### config.mk
export PLATFORM = sky130hd
export DESIGN_NAME = mem_request_arbiter
export DESIGN_NICKNAME = d
export VERILOG_FILES = /design/src/rtl/mem_request_arbiter.sv
export SDC_FILE = /design/constraint.sdc
export NUM_CORES = 1
export LEC_CHECK = 0
export BUFFER_PORTS_ARGS = -buffer_cell sky130_fd_sc_hd__buf_4
export CAP_MARGIN = 20
export CORE_UTILIZATION = 45
export DETAILED_ROUTE_END_ITERATION = 8
export PLACE_DENSITY_LB_ADDON = 0.08
export SLEW_MARGIN = 30
export SYNTH_ARGS = -nofsm -noshare
export SYNTH_HDL_FRONTEND = slang
export SYNTH_SLANG_ARGS = --single-unit
### constraint.sdc
create_clock -name clk -period 3 [get_ports clk]
set_clock_uncertainty 0.2 [all_clocks]
set_input_delay 0.6 -clock clk [delete_from_list [all_inputs] [get_ports clk]]
set_output_delay 0.6 -clock clk [all_outputs]
set_load 0.005 [all_outputs]
### src/rtl/mem_request_arbiter.sv
// ---------------------------------------------------------------------------
// mem_request_arbiter
//
// Arbitrates the instruction-fetch channel and the data (load/store) channel
// onto a single shared memory port. The granted request is registered onto
// the memory port and held stable until ram_ready is seen. A one-cycle hit
// pulse (ihit or dhit) then returns on the owning channel, with the load data
// registered into iload/dload. If ram_ready never arrives within MAX_WAIT
// cycles, the access is abandoned and a one-cycle err pulse is returned in
// place of the hit.
//
// Arbitration: data requests normally win. An instruction request that is
// left waiting is guaranteed a grant after at most MAX_DBURST consecutive
// data grants.
//
// Optional feature: define REQ_STATS_EN to add the icount/dcount/stalls
// statistics outputs and the CNT_W parameter.
//
// Ports:
//   clk        in   rising-edge clock
//   n_rst      in   asynchronous active-low reset
//   iren       in   instruction read request
//   iaddr      in   instruction address
//   dren       in   data read request
//   dwen       in   data write request (takes priority over dren)
//   daddr      in   data address
//   dstore     in   store data
//   ihit       out  one-cycle instruction completion, iload valid
//   dhit       out  one-cycle data completion, dload valid for reads
//   iload      out  last fetched instruction
//   dload      out  last loaded data word
//   err        out  one-cycle timeout pulse (replaces the hit)
//   ram_ren    out  registered memory read strobe
//   ram_wen    out  registered memory write strobe
//   ram_addr   out  registered memory address
//   ram_store  out  registered memory write data
//   ram_load   in   memory read data
//   ram_ready  in   memory access completes this cycle
//   icount     out  completed instruction accesses  (REQ_STATS_EN)
//   dcount     out  completed data accesses         (REQ_STATS_EN)
//   stalls     out  cycles spent waiting on memory  (REQ_STATS_EN)
// ---------------------------------------------------------------------------
module mem_request_arbiter #(
    parameter int unsigned ADDR_W     = 32,
    parameter int unsigned DATA_W     = 32,
    parameter int unsigned MAX_DBURST = 4,
    parameter int unsigned MAX_WAIT   = 255
`ifdef REQ_STATS_EN
    ,
    parameter int unsigned CNT_W      = 32
`endif
) (
    input  logic              clk,
    input  logic              n_rst,
    input  logic              iren,
    input  logic [ADDR_W-1:0] iaddr,
    input  logic              dren,
    input  logic              dwen,
    input  logic [ADDR_W-1:0] daddr,
    input  logic [DATA_W-1:0] dstore,
    output logic              ihit,
    output logic              dhit,
    output logic [DATA_W-1:0] iload,
    output logic [DATA_W-1:0] dload,
    output logic              err,
    output logic              ram_ren,
    output logic              ram_wen,
    output logic [ADDR_W-1:0] ram_addr,
    output logic [DATA_W-1:0] ram_store,
    input  logic [DATA_W-1:0] ram_load,
    input  logic              ram_ready
`ifdef REQ_STATS_EN
    ,
    output logic [CNT_W-1:0]  icount,
    output logic [CNT_W-1:0]  dcount,
    output logic [CNT_W-1:0]  stalls
`endif
);

    // burst_cnt counts 0..MAX_DBURST; wait_cnt counts 0..MAX_WAIT-1.
    localparam int unsigned BURST_W = $clog2(MAX_DBURST + 1);
    localparam int unsigned WAIT_W  = $clog2(MAX_WAIT);

    localparam logic [BURST_W-1:0] BURST_LIMIT = BURST_W'(MAX_DBURST);
    localparam logic [WAIT_W-1:0]  WAIT_LAST   = WAIT_W'(MAX_WAIT - 1);

    typedef enum logic [1:0] {
        StIdle,
        StInstr,
        StData,
        StDone
    } state_t;

    state_t             state;
    logic [BURST_W-1:0] burst_cnt;
    logic [WAIT_W-1:0]  wait_cnt;

    logic data_req;
    logic data_win;

    assign data_req = dren | dwen;

    // Data wins unless an instruction request has already waited through a
    // full burst of data grants.
    assign data_win = data_req & ((burst_cnt < BURST_LIMIT) | ~iren);

    always_ff @(posedge clk or negedge n_rst) begin
        if (!n_rst) begin
            state     <= StIdle;
            burst_cnt <= '0;
            wait_cnt  <= '0;
            ram_ren   <= 1'b0;
            ram_wen   <= 1'b0;
            ram_addr  <= '0;
            ram_store <= '0;
            iload     <= '0;
            dload     <= '0;
            ihit      <= 1'b0;
            dhit      <= 1'b0;
            err       <= 1'b0;
        end else begin
            // Completion pulses only live for the single DONE cycle.
            ihit <= 1'b0;
            dhit <= 1'b0;
            err  <= 1'b0;

            unique case (state)
                StIdle: begin
                    if (data_win) begin
                        state     <= StData;
                        // Only grants taken while an instruction waits count
                        // towards the burst limit.
                        burst_cnt <= iren ? burst_cnt + BURST_W'(1) : '0;
                        wait_cnt  <= '0;
                        ram_addr  <= daddr;
                        ram_store <= dstore;
                        ram_wen   <= dwen;
                        ram_ren   <= ~dwen;
                    end else if (iren) begin
                        state     <= StInstr;
                        burst_cnt <= '0;
                        wait_cnt  <= '0;
                        ram_addr  <= iaddr;
                        ram_wen   <= 1'b0;
                        ram_ren   <= 1'b1;
                    end
                end

                StInstr, StData: begin
                    // ram_ready takes precedence over a same-cycle timeout.
                    if (ram_ready) begin
                        if (state == StInstr) begin
                            iload <= ram_load;
                            ihit  <= 1'b1;
                        end else begin
                            // Writes leave dload untouched.
                            if (ram_ren) begin
                                dload <= ram_load;
                            end
                            dhit <= 1'b1;
                        end
                        ram_ren <= 1'b0;
                        ram_wen <= 1'b0;
                        state   <= StDone;
                    end else if (wait_cnt == WAIT_LAST) begin
                        err     <= 1'b1;
                        ram_ren <= 1'b0;
                        ram_wen <= 1'b0;
                        state   <= StDone;
                    end else begin
                        wait_cnt <= wait_cnt + WAIT_W'(1);
                    end
                end

                StDone: begin
                    // Requests are deliberately not sampled here so the
                    // requester has a cycle to react to its hit.
                    state <= StIdle;
                end

                default: begin
                    state <= StIdle;
                end
            endcase
        end
    end

`ifdef REQ_STATS_EN
    always_ff @(posedge clk or negedge n_rst) begin
        if (!n_rst) begin
            icount <= '0;
            dcount <= '0;
            stalls <= '0;
        end else begin
            if ((state == StInstr) && ram_ready) begin
                icount <= icount + CNT_W'(1);
            end
            if ((state == StData) && ram_ready) begin
                dcount <= dcount + CNT_W'(1);
            end
            if ((state == StInstr) || (state == StData)) begin
                stalls <= stalls + CNT_W'(1);
            end
        end
    end
`endif

endmodule

==> results.ini, run 1 <==
[yosys]
yosysMostFrequentCell = dfrtp_1
synth_edf_count = 0
synth_top_area_frac = 0.605
yosys.cell_types.count = 37
yosysSeqAreaShare = 0.605
synth_area_per_cell_um2 = 13.5
ys_async_sr_fraction = 1.00
synth.area.top_cells = dfrtp_1 (61%), mux2_2 (18%), mux2i_1 (5.6%)
syn_nets = 586
synth_area_um2 = 6040
ys_seq_elements = 146
synth_common_cells = dfrtp_1 (146), mux2_2 (98), nand2_1 (46)
yosysTopAreaCell = dfrtp_1
yosys_warnings = 0
synth_cells = 446
synthFlopType = dfrtp_1

[setup_path]
cp_data_required_time_ns = 3.10
path_max_fanout = 14
r2r_slack_ns = 0.63
path_class = reg2reg
reg2reg_to = wait_cnt[2]$_DFFE_PN0P_
end_kind = flip-flop
cp-start-kind = flip-flop
r2r_cells = 6
worst_ep_arrival_time_ns = 2.47
crit_start = state[1]$_DFFE_PN0P_
crit-reg2reg-launch = state[1]$_DFFE_PN0P_

[timing]
rsz0062_at_grt = no
post-route-period-util = 0.791
slew_headroom = 0.537
tightest_slew_ns = 0.694
hold_violations = 5
fin_crit_ns = 2.37
fmax_mhz = 422
slew_viol_final = 0
setup_viol = 0
tns_ns = 0
holdWs_ns = -0.0140

[placement]
place.gp.congestion = 0.792
io_buffers = 266
dp_hpwl_um = 11300

[clocking]
post_cts_buffers = 0
cts-root-buf = clkbuf_16
numClockSinks = 146
htree_levels = 4
cts_resized = 0
clk_path_buf_depth = 2
numCtsBuffers = 17
postCtsHoldBufs = 0
cts_tree = yes
clk_latency_ns = 0.41
path_clk_slew_ns = 0.06

[finish]
syn_to_final_growth_pct = 46.3
multi_input_area_um2 = 2250
regArea_um2 = 3650
diodes = 0
n_fill_cell = 957
fin_nets = 856
layout-drive-gt1-share = 0.558

[status]
violations = negative hold slack
status = finished with violations

[route]
wl_per_cell_um = 16.7
via_per_inst = 5.03
first_pass_iters = 4
vias = 4525
drt_wl_total_um = 15000
drc = 0
drt_iter0_markers = 179
ant_nets = 0

[floorplanning]
dieArea_um2 = 13900
die_h_um = 118
ioPinCount = 267
rows = 41
core_um2 = 12800
die_w_um = 118
start_util = 0.471

[power_and_ir_drop]
vdd_drop_max_v = 0.000440
leakagePower_nw = 4.48
finalPower_w = 0.00906
power_per_cell_area_nw_per_um2 = 1030

[job]
max_cap_violations = 0

[global_routing]
antenna_found_initial = 0
grt_max_degree = 74
grtUsageTotal = 0.230
overflow = 0
grt_pass1_vias = 4821
grt_pass1_wl_um = 24500

[min_path]
hp-class = in2async

[sequential cells by signal (all words and copies together), names as in the netlist]
signal and cells:
dhit 1, err 1, wait_cnt 8, burst_cnt 3, ram_addr 32, dload 32
state 2, ram_ren 1, ihit 1, ram_wen 1, iload 32, ram_store 32
[critical path, cell delays in order, from the launching register on]
cell and delay, ns:
dfrtp_1 0.39, inv_1 0.10, ha_1 0.48, or4b_4 0.57
o211ai_2 0.15, nor3b_1 0.09, a211o_1 0.26
[per-layer routing]
metal	global-route usage	vias to the layer above	share of wire
met2	0.386	204	0.50
met1	0.266	2165	0.39
met5	0	-	0
li1	-	2120	-
met4	0.103	0	0.031
met3	0.0775	36	0.076
[cell families (layout without fill, tap and decap cells)]
| family | count (synthesis) | count (layout) | synth area share |
|---|---|---|---|
| DFF | 146 | 146 | 0.605 |
| muxes | 133 | 133 | 0.241 |
| and+or+nand+nor | 74 | 74 | 0.0576 |
| AOI/OAI and AO/OA | 58 | 58 | 0.0601 |
| buffers and inverters | 29 | 310 | 0.0234 |
| adders and majority gates | 6 | 6 | 0.0124 |
[worst max-delay path by stage]
stage / endpoint / slack (ns)
2_1_floorplan: wait_cnt[2]$_DFFE_PN0P_ / 0.99
3_3_place_gp: wait_cnt[2]$_DFFE_PN0P_ / 0.69
3_5_place_dp: wait_cnt[2]$_DFFE_PN0P_ / 0.65
4_1_cts: wait_cnt[2]$_DFFE_PN0P_ / 0.64
5_1_grt: wait_cnt[2]$_DFFE_PN0P_ / 0.48
6_report: wait_cnt[2]$_DFFE_PN0P_ / 0.63
[cell usage in the layout, fill, tap and decap left out, types with 5 or more instances in the layout]
| cell | n |
|---|---|
| mux2i_1 | 34 |
| clkbuf_16 | 17 |
| ha_1 | 6 |
| nand2_1 | 45 |
| buf_4 | 271 |
| clkbuf_8 | 5 |
| mux2_2 | 98 |
| o21ai_0 | 29 |
| nor2_1 | 5 |
| o21ai_1 | 7 |
| inv_1 | 5 |
| dfrtp_1 | 146 |
| nand3_1 | 6 |
[power by group]
group          internal (W)  total [W]  switching [W]
combinational       0.00210    0.00354        0.00144
sequential          0.00292    0.00346       0.000539
clock               0.00132    0.00206       0.000739
total               0.00634    0.00906        0.00272
[area by class of cell]
type	count	share of cell area
Sequential cell	146	0.414
Multi-Input combinational cell	271	0.255
Timing Repair Buffer	275	0.239
Clock buffer	25	0.0573
Tap cell	172	0.0244
Clock inverter	5	0.00850
Inverter	5	0.00213
[through the flow]
stage | util | instances | setup WS, ns | area, µm²
3_3_place_gp | 0.643 | 869 | 0.694 | 8250
2_1_floorplan | - | 446 | 0.989 | 6040
5_1_grt | 0.688 | 899 | 0.482 | 8830
4_1_cts | 0.688 | 899 | 0.639 | 8830
3_5_place_dp | 0.643 | 869 | 0.651 | 8250
6_report | 0.688 | 899 | 0.628 | 8830
(Power assumes the default switching activity.)
==> inputs of run 2 (changes only) <==
--- a/config.mk
+++ b/config.mk
@@ -7,7 +7,7 @@
 export LEC_CHECK = 0
 export BUFFER_PORTS_ARGS = -buffer_cell sky130_fd_sc_hd__buf_4
 export CAP_MARGIN = 20
-export CORE_UTILIZATION = 45
+export CORE_UTILIZATION = 43
 export DETAILED_ROUTE_END_ITERATION = 8
 export PLACE_DENSITY_LB_ADDON = 0.08
 export SLEW_MARGIN = 30
==> constraint.sdc (replaced) <==
create_clock -name clk -period 2 [get_ports clk]
set_clock_uncertainty 0.2 [all_clocks]
set_input_delay 0.4 -clock clk [delete_from_list [all_inputs] [get_ports clk]]
set_output_delay 0.4 -clock clk [all_outputs]
set_load 0.005 [all_outputs]
==> run 2 against run 1 <==
The flow now finishes without violations. Non-clock buffer count is 33 higher. Sequential power is 49% higher. Routed wire length is 5.0% higher. Critical endpoint unchanged. Largest cell class unchanged. Largest power group unchanged.
==> results.ini, run 2 (synthesis results as in run 1) <==
[timing]
fmax_mhz = 502
tightest_slew_ns = 0.384
fin_crit_ns = 1.99
fin_ws_ns = 0.00954
holdWs_ns = 0.0217
slew_viol_final = 0
tns_ns = 0
setup_viol = 0
slew_headroom = 0.744
post-route-period-util = 0.995
hold_violations = 0

[setup_path]
crit-reg2reg-launch = state[1]$_DFFE_PN0P_
path_class = reg2reg
reg2reg_to = wait_cnt[2]$_DFFE_PN0P_
cp-start-kind = flip-flop
r2r_slack_ns = 0.01
r2r_cells = 6
path_max_fanout = 4
worst_ep_arrival_time_ns = 2.08
cp_data_required_time_ns = 2.09
end_kind = flip-flop

[floorplanning]
core_um2 = 13500
die_h_um = 120
dieArea_um2 = 14500
die_w_um = 120
rows = 42
ioPinCount = 267
start_util = 0.449

[finish]
final_common_cell = buf_4
regArea_um2 = 3650
diodes = 0
n_fill_cell = 993
fin_nets = 889
multi_input_area_um2 = 2290
syn_to_final_growth_pct = 53.3
final_cell_mix = buf_4 (291), dfrtp_1 (146), mux2_2 (98)
layout-drive-gt1-share = 0.573

[route]
drt_iter0_markers = 161
ant_nets = 0
vias = 4650
via_per_inst = 4.96
wl_per_cell_um = 16.8
first_pass_iters = 4
drt_wl_total_um = 15700
drc = 0

[global_routing]
grt_pass1_vias = 4859
grt_pass1_wl_um = 24500
antenna_found_initial = 0
overflow = 0
grt_max_degree = 68
grtUsageTotal = 0.223

[clocking]
clk_path_buf_depth = 2
clk_latency_ns = 0.41
numClockSinks = 146
cts_tree = yes
htree_levels = 4
path_clk_slew_ns = 0.06
numCtsBuffers = 17
cts-root-buf = clkbuf_16

[power_and_ir_drop]
vdd_drop_max_v = 0.000839
leakagePower_nw = 4.68
power_per_cell_area_nw_per_um2 = 1570

[placement]
dp_hpwl_um = 11700
io_buffers = 266
place.gp.congestion = 0.775
post-place-ws_ns = -0.0777

[min_path]
hp-class = in2reg
worstHoldEndpoint = ram_store[30]$_DFFE_PN0P_
min_from = dstore[30]
min_path_cells = 2

[status]
status = complete, no violations

[job]
max_cap_violations = 0

-- run 2: cell types whose count changed in the layout (fill, tap and decap cells not counted), moves of 2 or more --
cell,before,now
buf_4,271,291
clkinvlp_4,0,2
clkbuf_8,5,3
dlygate4sd3_1,0,10
buf_12,3,6
bufinv_16,2,5
clkbuf_1,3,1
-- run 2: stage by stage --
| step | util | cells | power (W) | cell area, µm² |
|---|---|---|---|---|
| 2_1_floorplan | - | 446 | 0.00756 | 6040 |
| 3_3_place_gp | 0.628 | 893 | 0.0108 | 8450 |
| 3_5_place_dp | 0.628 | 893 | 0.0110 | 8450 |
| 4_1_cts | 0.685 | 935 | 0.0146 | 9210 |
| 5_1_grt | 0.688 | 937 | 0.0154 | 9250 |
| 6_report | 0.688 | 937 | 0.0145 | 9250 |
-- run 2: critical path: stages, from the launching register on --
cell and delay, ns:
dfrtp_1 0.38, inv_1 0.13, ha_4 0.16, or4b_4 0.52, o211ai_4 0.13, nor3b_1 0.08, a211o_1 0.28
-- run 2: metal layers --
metal / global-route usage / share of wire / routed length, µm
met5: 0 / 0 / 0
met4: 0.101 / 0.030 / 466
met3: 0.0712 / 0.080 / 1260
met1: 0.254 / 0.39 / 6070
met2: 0.381 / 0.51 / 7960
-- run 2: how the worst max path moves through the flow --
stage,from,end,slack [ns],cells past startpoint
after floorplan,state[0]$_DFFE_PN0P_,wait_cnt[2]$_DFFE_PN0P_,0.04,6
after global placement,state[0]$_DFFE_PN0P_,wait_cnt[2]$_DFFE_PN0P_,0.02,6
after detailed placement,state[0]$_DFFE_PN0P_,wait_cnt[2]$_DFFE_PN0P_,-0.08,6
after global routing,state[1]$_DFFE_PN0P_,wait_cnt[2]$_DFFE_PN0P_,-0.03,6
after CTS,state[1]$_DFFE_PN0P_,wait_cnt[2]$_DFFE_PN0P_,0.01,6
final,state[1]$_DFFE_PN0P_,wait_cnt[2]$_DFFE_PN0P_,0.01,6
-- run 2: power by group --
group          switching, W  internal [W]  total, W
logic               0.00232       0.00359   0.00591
clock network       0.00118       0.00230   0.00348
registers          0.000767       0.00438   0.00514
total               0.00427        0.0103    0.0145
-- run 2: timing repair --
item                                    in CTS  in global routing
cloned                                       0                  0
endpoints found under the setup margin       5                  9
hold buffers                                10                  0
pin swaps                                    3                  0
endpoints found under the hold margin       42                  0
setup buffers                                1                  2
gates resized for setup                      3                  4
-- run 2: final cells by class --
class,count,area share
sequential,146,0.395
inverter,5,0.00203
clock buffer,21,0.0509
tap,176,0.0238
timing repair buffer,308,0.261
multi-input combinational,271,0.248
clock inverter,10,0.0195
==> inputs of run 3 (changes only) <==
--- a/config.mk
+++ b/config.mk
@@ -7,9 +7,9 @@
 export LEC_CHECK = 0
 export BUFFER_PORTS_ARGS = -buffer_cell sky130_fd_sc_hd__buf_4
 export CAP_MARGIN = 20
-export CORE_UTILIZATION = 43
+export CORE_UTILIZATION = 45
 export DETAILED_ROUTE_END_ITERATION = 8
-export PLACE_DENSITY_LB_ADDON = 0.08
+export PLACE_DENSITY_LB_ADDON = 0.1
 export SLEW_MARGIN = 30
 export SYNTH_ARGS = -nofsm -noshare
 export SYNTH_HDL_FRONTEND = slang
==> constraint.sdc (replaced) <==
create_clock -name clk -period 1.9 [get_ports clk]
set_clock_uncertainty 0.2 [all_clocks]
set_input_delay 0.38 -clock clk [delete_from_list [all_inputs] [get_ports clk]]
set_output_delay 0.38 -clock clk [all_outputs]
set_load 0.005 [all_outputs]
==> run 3 against run 2 <==
Worst hold slack got worse by 0.0087 ns. Highest routed layer unchanged. Critical path type unchanged. Critical path depth did not move. Non-clock buffer count rose by 35. Sequential share of layout area fell by 1.3 points. First-iteration DRC count rose by 31%. Critical endpoint unchanged. Utilization rose by 5.9 points. Largest power group unchanged. Via count rose by 2.7%. Count of clock-buffer cells in the layout did not move. Combinational power rose by 7.1%. Clock power fell by 6.9%.
==> results.ini, run 3 (synthesis results as in run 1) <==
[power_and_ir_drop]
power_per_cell_area_nw_per_um2 = 1570
leakagePower_nw = 4.83
vdd_drop_max_v = 0.000617

[route]
via_per_inst = 4.93
wl_per_cell_um = 16.3
drt_iter0_markers = 211
first_pass_iters = 6
drc = 0
ant_nets = 0
drt_wl_total_um = 15800
vias = 4774

[global_routing]
grtUsageTotal = 0.239
antenna_found_initial = 1
overflow = 0
grt_max_degree = 53
grt_pass1_wl_um = 25400
grt_pass1_vias = 5035

[setup_path]
end_kind = flip-flop
cp_data_required_time_ns = 1.99
cp-start-kind = flip-flop
crit_path_max_incr_delay_ns = 0.50
path_max_fanout = 4
crit_chain = inv_2, ha_4, or4b_4, o211ai_4, nor3b_2, a211o_1
critical_path_buf_inv_count = 1
crit-reg2reg-launch = state[1]$_DFFE_PN0P_
path_delay_family = simple AND/OR/NAND/NOR gates
r2r_slack_ns = 0.02
worst_ep_arrival_time_ns = 1.97
path_class = reg2reg
reg2reg_to = wait_cnt[2]$_DFFE_PN0P_
r2r_cells = 6
cp_slowest_cell = or4b_4

[clocking]
path_clk_slew_ns = 0.06
clk_latency_ns = 0.41
htree_levels = 4
numCtsBuffers = 17
cts-root-buf = clkbuf_16
clk_path_buf_depth = 2
numClockSinks = 146
cts_tree = yes

[timing]
slew_viol_final = 0
slew_headroom = 0.776
rsz0062_at_grt = yes
fmax_mhz = 532
tightest_slew_ns = 0.331
post-route-period-util = 0.989
fin_crit_ns = 1.88
hold_violations = 0
setup_viol = 0

[floorplanning]
dieArea_um2 = 13900
rows = 41
die_h_um = 118
core_um2 = 12800
ioPinCount = 267
start_util = 0.471
die_w_um = 118

[placement]
dp.cells = 890
place.gp.congestion = 0.797
post_dp_cell_area_um2 = 8480
dp_hpwl_um = 11300
io_buffers = 266

[finish]
fin_nets = 924
final_core_utilization = 0.746
fin_cells = 969
final_common_cell = buf_4
n_fill_cell = 869
layout-drive-gt1-share = 0.554
final_cell_mix = buf_4 (289), dfrtp_1 (146), mux2_2 (97)
syn_to_final_growth_pct = 58.6
fin_area_um2 = 9570

[status]
status = complete, no violations

[min_path]
worstHoldEndpoint = ram_store[30]$_DFFE_PN0P_
min_from = dstore[30]
min_path_cells = 2
hp-class = in2reg

[job]
max_cap_violations = 0

==> run 3: cell count changes in the layout (fill, tap and decap cells not counted), moves of 2 or more <==
| cell | change |
|---|---|
| inv_1 | -2 |
| buf_4 | -2 |
| nor2_1 | -2 |
| clkbuf_1 | +3 |
| bufinv_16 | -2 |
| dlygate4sd3_1 | +35 |
| nor2_2 | +2 |
| clkbuf_8 | -3 |
| inv_2 | +2 |
==> run 3: how the worst max path moves through the flow <==
stage / from / slack, ns / depth (start not counted) / endpoint
detailed placement: state[1]$_DFFE_PN0P_ / -0.11 / 6 / wait_cnt[2]$_DFFE_PN0P_
global placement: state[1]$_DFFE_PN0P_ / -0.05 / 6 / wait_cnt[2]$_DFFE_PN0P_
floorplan: state[0]$_DFFE_PN0P_ / -0.01 / 7 / wait_cnt[5]$_DFFE_PN0P_
CTS: state[1]$_DFFE_PN0P_ / -0.005 / 6 / wait_cnt[2]$_DFFE_PN0P_
global route: state[0]$_DFFE_PN0P_ / -0.04 / 6 / wait_cnt[2]$_DFFE_PN0P_
finish: state[1]$_DFFE_PN0P_ / 0.02 / 6 / wait_cnt[2]$_DFFE_PN0P_
==> run 3: through the flow <==
| step | setup slack (ns) | hold WS (ns) | setup TNS, ns | power (W) |
|---|---|---|---|---|
| after floorplan | -0.0115 | -0.116 | -0.0204 | 0.00801 |
| after global placement | -0.0499 | 0.0902 | -0.0499 | 0.0113 |
| after detailed placement | -0.109 | 0.0917 | -0.265 | 0.0115 |
| after CTS | -0.00483 | 0.000380 | -0.00483 | 0.0150 |
| after global routing | -0.0441 | 0.0000924 | -0.0834 | 0.0159 |
| final | 0.0213 | 0.0130 | 0 | 0.0150 |
==> run 3: layout make-up <==
type	count	area [µm²]	area share
diodes	1	2.50	0.000261
clock buffers	21	440	0.0460
clock inverters	10	135	0.0141
inverters	5	18.8	0.00196
multi-input cells	271	2320	0.243
flip-flops and latches	146	3650	0.382
well taps	172	215	0.0225
repair buffers	343	2780	0.291
==> run 3: routing by layer <==
layer	vias up	GRT usage	wire length, µm
li1	2253	-	-
met5	-	0	0
met4	0	0.125	652
met1	2260	0.273	6220
met2	214	0.401	7780
met3	47	0.0746	1160
==> run 3: power by group <==
group,switching (W),leakage [nW],internal [W]
combinational,0.00247,2.77,0.00386
sequential,0.000829,1.78,0.00461
clock,0.00118,0.281,0.00205
==> run 3: worst reg2reg max path, cell delays in order (launching register included) <==
cell	delay (ns)
dfrtp_1	0.39
inv_2	0.08
ha_4	0.14
or4b_4	0.50
o211ai_4	0.12
nor3b_2	0.07
a211o_1	0.27
==> run 3: timing repair <==
item	CTS	global route
gates resized for setup	3	8
buffers inserted	1	1
hold endpoints to repair	160	1
cloned	0	0
hold buffers	44	1
setup endpoints to repair	21	36
pin swaps	6	6
